$ cat src/rtl/pre_if_stage_pkg.sv
// Shared fetch-side definitions for the pre-IF stage: bus widths, reset PC
// and the SRAM-like bus size encoding.
package pre_if_stage_pkg;

    localparam int BR_BUS_WD       = 33;
    localparam int PS_TO_FS_BUS_WD = 33;

    localparam logic [31:0] DEFAULT_RESET_PC = 32'h1c000000;
    localparam logic [1:0]  SIZE_WORD        = 2'b10;

    typedef struct packed {
        logic        taken;
        logic [31:0] target;
    } br_bus_t;

    function automatic logic is_misaligned(input logic [31:0] addr);
        return addr[1:0] != 2'b00;
    endfunction

endpackage

$ cat src/rtl/pre_if_stage_fetch_track_cnt.sv
// Outstanding-request and cancel counters for the instruction bus; flags
// responses that belong to fetches made stale by a redirect.
module pre_if_stage_fetch_track_cnt #(
    parameter int MAX_OUTSTANDING = 2,
    parameter int CNT_W           = 2
) (
    input  logic clk,
    input  logic reset,
    input  logic fire,
    input  logic data_ok,
    input  logic load_cancel,
    input  logic stale_fire,
    output logic full,
    output logic resp_drop
);

    localparam logic [CNT_W-1:0] MAX_CNT = CNT_W'(MAX_OUTSTANDING);

    logic [CNT_W-1:0] outstanding_reg, outstanding_next;
    logic [CNT_W-1:0] cancel_reg, cancel_next;
    logic [CNT_W-1:0] out_adj;
    logic             retire;

    always_comb begin
        // A response with nothing outstanding (e.g. left over from before reset) is ignored.
        retire           = data_ok && (outstanding_reg != '0);
        resp_drop        = !reset && data_ok && (cancel_reg != '0);
        out_adj          = outstanding_reg - CNT_W'(retire);
        outstanding_next = out_adj + CNT_W'(fire);
        if (load_cancel) begin
            cancel_next = out_adj + CNT_W'(stale_fire);
        end else begin
            cancel_next = cancel_reg - CNT_W'(resp_drop) + CNT_W'(stale_fire);
        end
        full = outstanding_reg >= MAX_CNT;
    end

    always_ff @(posedge clk) begin
        if (reset) begin
            outstanding_reg <= '0;
            cancel_reg      <= '0;
        end else begin
            outstanding_reg <= outstanding_next;
            cancel_reg      <= cancel_next;
        end
    end

endmodule

$ cat src/rtl/pre_if_stage.sv
// Pre-IF stage: picks the next fetch PC, drives the instruction request
// channel and hands accepted PCs to IF, hiding fetches made stale by redirects.
module pre_if_stage
    import pre_if_stage_pkg::*;
#(
    parameter logic [31:0] RESET_PC        = DEFAULT_RESET_PC,
    parameter int          MAX_OUTSTANDING = 2,
    parameter int          CNT_W           = 2
) (
    input  logic                       clk,
    input  logic                       reset,
    input  logic [BR_BUS_WD-1:0]       br_bus,
    input  logic                       ws_flush,
    input  logic [31:0]                flush_pc,
    input  logic                       fs_allowin,
    output logic                       ps_to_fs_valid,
    output logic [PS_TO_FS_BUS_WD-1:0] ps_to_fs_bus,
    output logic                       inst_req,
    output logic                       inst_wr,
    output logic [1:0]                 inst_size,
    output logic [3:0]                 inst_wstrb,
    output logic [31:0]                inst_addr,
    output logic [31:0]                inst_wdata,
    input  logic                       inst_addr_ok,
    input  logic                       inst_data_ok,
    output logic                       resp_drop
);

    br_bus_t     br;
    logic [31:0] pc_reg, pc_next;
    logic        pending_reg, pending_next;
    logic [31:0] pend_addr_reg, pend_addr_next;
    logic        stale_reg, stale_next;
    logic        latch_valid_reg, latch_valid_next;
    logic        latch_flush_reg, latch_flush_next;
    logic [31:0] latch_pc_reg, latch_pc_next;
    logic        stall_reg, stall_next;
    logic [31:0] sel_addr;
    logic        fire, adef_pc, load_cancel, stale_fire, is_stale, full;

    assign br           = br_bus;
    assign inst_wr      = 1'b0;
    assign inst_size    = SIZE_WORD;
    assign inst_wstrb   = 4'b0000;
    assign inst_wdata   = 32'h0;
    assign ps_to_fs_bus = {adef_pc, inst_addr};

    always_comb begin
        fire             = 1'b0;
        inst_req         = 1'b0;
        inst_addr        = pc_reg;
        ps_to_fs_valid   = 1'b0;
        adef_pc          = 1'b0;
        sel_addr         = pc_reg;
        is_stale         = stale_reg;
        pc_next          = pc_reg;
        pending_next     = pending_reg;
        pend_addr_next   = pend_addr_reg;
        stale_next       = stale_reg;
        latch_valid_next = latch_valid_reg;
        latch_flush_next = latch_flush_reg;
        latch_pc_next    = latch_pc_reg;
        stall_next       = stall_reg;
        load_cancel      = 1'b0;
        stale_fire       = 1'b0;

        if (pending_reg) begin
            // The bus holds the pending address; redirects only go into the latch.
            inst_req  = 1'b1;
            inst_addr = pend_addr_reg;
            fire      = inst_addr_ok;
            if (ws_flush) begin
                latch_valid_next = 1'b1;
                latch_flush_next = 1'b1;
                latch_pc_next    = flush_pc;
                load_cancel      = 1'b1;
            end else if (br.taken && !(latch_valid_reg && latch_flush_reg)) begin
                latch_valid_next = 1'b1;
                latch_flush_next = 1'b0;
                latch_pc_next    = br.target;
                load_cancel      = 1'b1;
            end
            is_stale = stale_reg || load_cancel;
            if (fire) begin
                pending_next   = 1'b0;
                stale_next     = 1'b0;
                stale_fire     = is_stale;
                ps_to_fs_valid = !is_stale;
                pc_next        = pend_addr_reg + 32'd4;
            end else begin
                stale_next = is_stale;
            end
        end else if (ws_flush) begin
            pc_next          = flush_pc;
            latch_valid_next = 1'b0;
            stall_next       = 1'b0;
            load_cancel      = 1'b1;
        end else begin
            if (latch_valid_reg) begin
                sel_addr = latch_pc_reg;
            end else if (br.taken && !stall_reg) begin
                sel_addr    = br.target;
                load_cancel = 1'b1;
            end
            inst_addr        = sel_addr;
            pc_next          = sel_addr;
            latch_valid_next = 1'b0;
            if (!stall_reg && fs_allowin) begin
                if (is_misaligned(sel_addr)) begin
                    // Misaligned PC goes to IF as an exception carrier, never onto the bus.
                    ps_to_fs_valid = 1'b1;
                    adef_pc        = 1'b1;
                    stall_next     = 1'b1;
                end else if (!full) begin
                    inst_req = 1'b1;
                    fire     = inst_addr_ok;
                    if (fire) begin
                        ps_to_fs_valid = 1'b1;
                        pc_next        = sel_addr + 32'd4;
                    end else begin
                        pending_next   = 1'b1;
                        pend_addr_next = sel_addr;
                        stale_next     = 1'b0;
                    end
                end
            end
        end

        if (reset) begin
            inst_req       = 1'b0;
            fire           = 1'b0;
            ps_to_fs_valid = 1'b0;
        end
    end

    always_ff @(posedge clk) begin
        if (reset) begin
            pc_reg          <= RESET_PC;
            pending_reg     <= 1'b0;
            pend_addr_reg   <= 32'h0;
            stale_reg       <= 1'b0;
            latch_valid_reg <= 1'b0;
            latch_flush_reg <= 1'b0;
            latch_pc_reg    <= 32'h0;
            stall_reg       <= 1'b0;
        end else begin
            pc_reg          <= pc_next;
            pending_reg     <= pending_next;
            pend_addr_reg   <= pend_addr_next;
            stale_reg       <= stale_next;
            latch_valid_reg <= latch_valid_next;
            latch_flush_reg <= latch_flush_next;
            latch_pc_reg    <= latch_pc_next;
            stall_reg       <= stall_next;
        end
    end

    pre_if_stage_fetch_track_cnt #(
        .MAX_OUTSTANDING(MAX_OUTSTANDING),
        .CNT_W          (CNT_W)
    ) u_track (
        .clk        (clk),
        .reset      (reset),
        .fire       (fire),
        .data_ok    (inst_data_ok),
        .load_cancel(load_cancel),
        .stale_fire (stale_fire),
        .full       (full),
        .resp_drop  (resp_drop)
    );

endmodule

$ cat config.mk
export PLATFORM = sky130hd
export DESIGN_NAME = pre_if_stage
export DESIGN_NICKNAME = d
export VERILOG_FILES = /design/src/rtl/pre_if_stage_pkg.sv /design/src/rtl/pre_if_stage_fetch_track_cnt.sv /design/src/rtl/pre_if_stage.sv
export SDC_FILE = /design/constraint.sdc
export NUM_CORES = 1
export LEC_CHECK = 0
export CAP_MARGIN = 30
export CORE_ASPECT_RATIO = 0.75
export CORE_MARGIN = 8
export CORE_UTILIZATION = 52
export DETAILED_ROUTE_END_ITERATION = 8
export PLACE_DENSITY_LB_ADDON = 0.3
export SETUP_SLACK_MARGIN = 0.15
export SLEW_MARGIN = 40
export SYNTH_ARGS = -nofsm -noshare
export SYNTH_HDL_FRONTEND = slang
export SYNTH_SLANG_ARGS = --single-unit
$ cat constraint.sdc
create_clock -name clk -period 4.1 [get_ports clk]
set_clock_uncertainty 0.15 [all_clocks]
set_input_delay 0.615 -clock clk [delete_from_list [all_inputs] [get_ports clk]]
set_output_delay 0.615 -clock clk [all_outputs]
set_load 0.05 [all_outputs]
## Word-level counts from Yosys, hierarchy flattened

Cells that the tools add are included.

- Register bits: 105
- Output and inout bits: 107

- Equal/unequal tests: 5
- Add/sub/neg operators: 7
- Reductions and logical operators: 24
- Order comparisons: 1
- Bitwise logic cells: 5
- Multiplexer cells: 69

Operators by type and width:

| kind | count |
|---|---|
| $mux W32 | 15 |
| $add A32 B3 Y32 const B | 2 |
| $mux W1 | 53 |
| $reduce_bool A2 Y1 | 7 |
| $logic_and A1 B1 Y1 | 7 |
| $add A2 B1 Y2 | 3 |
| $ne A2 B2 Y1 const B | 3 |
| $reduce_and A6 Y1 | 1 |
| $not A1 Y1 | 5 |
| $reduce_and A5 Y1 | 1 |
| $logic_not A1 Y1 | 4 |
| $ne A2 B1 Y1 const B | 2 |
| $sub A2 B1 Y2 | 2 |
| $reduce_and A3 Y1 | 1 |
| $ge A2 B2 Y1 const B | 1 |
| $mux W2 | 1 |
| $reduce_and A2 Y1 | 1 |
| $reduce_or A2 Y1 | 1 |
| $logic_or A1 B1 Y1 | 1 |

## Logic depth before layout (Yosys ltp)

- Depth after elaboration: 13
- Gate-level depth with buffers: 15

## Hierarchy

Synthesis repeated with hierarchy kept, for this count alone.

- Cells, all modules: 1065
- Area, all modules: 8235.4 µm²

Modules (own cells, without submodules):

| module | cells an instance | area each (µm²) | instances |
|---|---|---|---|
| pre_if_stage | 1035 | 7962.6 | 1 |
| pre_if_stage_fetch_track_cnt | 30 | 272.8 | 1 |

## Least setup slack after synthesis

Ideal clock, no wire load.

- Path type: input to output
- Start point: in br_bus[32]
- End point: out ps_to_fs_bus[30]
- Arrival: 3394 ps
- Path slack: -59 ps
- Stages on the path: 9
- Cell sequence: nor2b_1 buf_2 buf_2 buf_2 mux2i_1 o21ai_0 mux2i_1 o21ai_0 buf_4

- Longest elaborated chain between the ends: 7

RTL lines:

| what | RTL line | text |
|---|---|---|
| start, declared | pre_if_stage.sv:12 | `input logic [BR_BUS_WD-1:0] br_bus,` |
| $logic_and A1 B1 Y1 | pre_if_stage.sv:101 | `end else if (br.taken && !stall_reg) begin` |
| $mux W32 | pre_if_stage.sv:101 |  |
| $mux W32 | pre_if_stage.sv:99 | `if (latch_valid_reg) begin` |
| $mux W32 | pre_if_stage.sv:93 | `end else if (ws_flush) begin` |
| $mux W32 | pre_if_stage.sv:67 | `if (pending_reg) begin` |
| $mux W32 | pre_if_stage.sv:93 |  |
| $mux W32 | pre_if_stage.sv:67 |  |
| end, declared | pre_if_stage.sv:17 | `output logic [PS_TO_FS_BUS_WD-1:0] ps_to_fs_bus,` |

Every way passes these cells. The select of a mux whose other input is x is not followed.

## Worst setup path after layout

- Start point: in br_bus[32]
- End point: out inst_addr[20]

- Longest elaborated chain between the ends: 7

RTL lines:

| what | RTL line | text |
|---|---|---|
| $logic_and A1 B1 Y1 | pre_if_stage.sv:101 |  |
| $mux W32 | pre_if_stage.sv:101 |  |
| $mux W32 | pre_if_stage.sv:99 |  |
| $mux W32 | pre_if_stage.sv:93 |  |
| $mux W32 | pre_if_stage.sv:67 |  |
| $mux W32 | pre_if_stage.sv:93 |  |
| $mux W32 | pre_if_stage.sv:67 |  |
| end, declared | pre_if_stage.sv:22 | `output logic [31:0] inst_addr,` |

Every way passes these cells. The select of a mux whose other input is x is not followed.

==> reports/qor.yml <==
timing:
  setup_violations: 0
  drv_slew: 0
  maxSlewHeadroom: 0.456
  fin_crit_sh: 0.917
  tns_ns: 0
  worst_pin_slew_ns: 0.806
  fmax_ghz: 0.266
  hold_violations: 0
  rsz0062_at_grt: "false"
  post-route-min-period_ns: 3.76
  layout_setup_ws_ns: 0.339
clocking:
  ctsHoldBuffers: 0
  cts.root.buffer_cell: "clkbuf_16"
  cts_buffers: 9
  clock_sinks: 105
  clk_latency_ns: 0.35
  post_cts_buffers: 0
  htreeDepth: 3
  cts_buffer_depth: 2
  cts_tree: "done"
  path_clk_slew_ns: 0.07
logic_synthesis:
  yosysTopAreaCellShare: 0.261
  synth_area_um2: 8070
  synthTopCellsByArea: "dfxtp_1 26%, buf_4 6.8%, nor2_1 6.5%"
  synth-edff-count: 0
  yosysWarningCount: 0
  synth.distinct_cells: 79
  syn_avg_cell_area_um2: 7.54
  synth_ff_type: "dfxtp_1"
  synth_seq_cells: 105
  synthArstFlopShare: 0
  synth-seq-area-share: 0.261
  yosys.area.top_type: "dfxtp_1"
  synth_cells: 1070
setup_path:
  start_kind: "input pin"
  cpPeakStageDelay_ns: 0.56
  crit_family: "buffers and inverters"
  cp_max_fo: 19
  cp.arrival_ns: 3.00
  worstSetupPathType: "input pin to output port"
  cp_num_buf_inv: 3
  end_kind: "output port"
  worst-endpoint-required_ns: 3.34
  cpMaxStageDelayCell: "clkdlybuf4s50_1"
  r2r_slack_ns: 0.65
  cp_cell_sequence: "clkdlybuf4s50_1 > nor2b_2 > buf_12 > mux2_1 > mux2i_1 > nor2_1 > a21oi_1 > o21ai_0 > buf_4"
power_and_ir_drop:
  p_per_area_nw_per_um2: 344
  internal_power_mw: 2.04
  power_frac_clock: 0.243
  worst_ir_drop_vdd_v: 0.000230
  power.switching_mw: 1.34
  p_leak_nw: 3.61
  seqPwrFrac: 0.342
  comb_power_share: 0.414
  switching_share: 0.398
placed_design:
  pre_cts_ws_ns: 0.212
  place.port_buffers: 138
  dp.cells: 1339
  place_congestion: 0.949
  hpwlAfterDp_um: 19900
finish:
  nFillCells: 1342
  drive_above_1_share: 0.143
  stdcell_count: 1355
  final_common_cell: "nor2_1"
  nets: 1223
  multi_input_area_um2: 5060
  diodes: 0
  layout_common_cells: "136 x nor2_1, 127 x nand2_1, 103 x dfxtp_1, 78 x buf_4, 75 x a21oi_1"
  ff_latch_area_um2: 2110
  area_delta_synth_final_pct: 21.7
grt:
  grt_start_max_net_pins: 69
  grt_overflow: 0
  grt_pass1_wl_um: 41100
  grt_usage: 0.259
  grt_pass1_vias: 7757
  antenna_found_initial: 0
drt:
  via_per_inst: 6.09
  dr.first_iter.drc_count: 857
  ant_nets: 0
  drcViolationCount: 0
  post_drt_wl_per_cell_um: 19.8
  vias: 8251
  drt-total-wl_um: 26900
  dr.pass1.iters: 7
floorplanning:
  coreArea_um2: 15200
  pin_count: 178
  rows: 39
  initial_utilization: 0.530
  die-area_um2: 19800
  fp.dieW_um: 160
  die_h_um: 124
flow_run:
  max_cap_viol_count: 0
run_status:
  status: "finished clean"
hold_path:
  hold_class: "flop to flop"
-- what timing repair did --
item | 4_1_cts | 5_1_grt
endpoints found under the hold margin | 0 | 0
endpoints found under the setup margin | 0 | 2
resized for setup | 0 | 1
-- layer usage --
metal  GRT usage  up-vias  wire length [µm]
li1            -     3823                 -
met1       0.323     3874             10900
met2       0.428      463             12300
met3      0.0446       91              2380
met4       0.144        0              1330
met5           0        -                 0
-- worst reg2reg max path: stages, from the launching register on --
cell and delay [ns]:
dfxtp_4 0.90, nand2_1 0.24, o311ai_4 0.16, ha_1 0.24, nand3_1 0.11, nor4_1 0.52, or4b_1 0.51, xnor2_1 0.14
a2111oi_1 0.37
-- cells in the mapped netlist, drive strengths merged (2+ instances only) --
cell type,instances
buf,104
nor3,13
a31oi,15
nor3b,6
nand2b,3
or4,2
a21o,2
nor4b,10
dfxtp,105
a21oi,75
a221o,2
o21ai,65
a311oi,11
a2111oi,3
clkbuf,52
mux2i,44
nor4,6
xnor2,37
o21a,3
or2,2
nand4,17
a22o,2
or4bb,5
and4,6
nand4b,3
nand2,127
o22ai,10
or3,3
a31o,3
a211oi,31
xor2,23
o311ai,5
nor2,140
ha,7
a221oi,9
o311a,16
mux2,4
nor2b,3
nand4bb,13
inv,35
conb,2
nand3,24
and2,2
and3,6
-- kinds of logic (layout without fill, tap and decap cells) --
| logic type | count (synthesis) | count (layout) | share of synthesized area |
|---|---|---|---|
| DFF | 105 | 105 | 0.261 |
| xor gates and xnor gates | 60 | 60 | 0.0651 |
| muxes | 48 | 48 | 0.0602 |
| AOI/OAI and AO/OA | 262 | 262 | 0.227 |
| other | 2 | 39 | 0.000931 |
| buffers and inverters | 192 | 235 | 0.132 |
| adders and majority gates | 7 | 7 | 0.0109 |
| and+or+nand+nor | 394 | 394 | 0.244 |
-- power by group through the flow --
stage | sequential (mW) | combinational, mW | clock, mW
after floorplan | 1.15 | 0.971 | 0
after global placement | 1.17 | 1.37 | 0
after detailed placement | 1.18 | 1.39 | 0
after CTS | 1.15 | 1.39 | 0.822
after global routing | 1.16 | 1.48 | 0.869
final | 1.16 | 1.40 | 0.823
-- metrics by stage --
stage | utilization | total power, mW | hold WS, ns | area, µm²
after floorplan | - | 2.12 | 0.300 | 8210
after global placement | 0.627 | 2.55 | 0.313 | 9550
after detailed placement | 0.627 | 2.57 | 0.331 | 9550
after CTS | 0.645 | 3.37 | 0.340 | 9820
after global routing | 0.645 | 3.51 | 0.352 | 9820
final | 0.645 | 3.38 | 0.342 | 9820
-- worst paths after layout --
path | startpoint | endpoint | depth (start not counted)
hold / removal | pend_addr_reg[3] | pend_addr_reg[3] | 2
setup reg to reg | latch_valid_reg | pc_reg[20] | 8
setup / recovery | br_bus[32] | inst_addr[20] | 9
hold reg to reg | pend_addr_reg[3] | pend_addr_reg[3] | 2
-- final cells by class --
type	instances	area share
inverter	36	0.0138
clock inverter	5	0.00331
timing repair buffer	183	0.203
clock buffer	11	0.0237
multi-input combinational	810	0.515
sequential	105	0.215
tap	205	0.0261
Power figures use the tool's default switching activity.
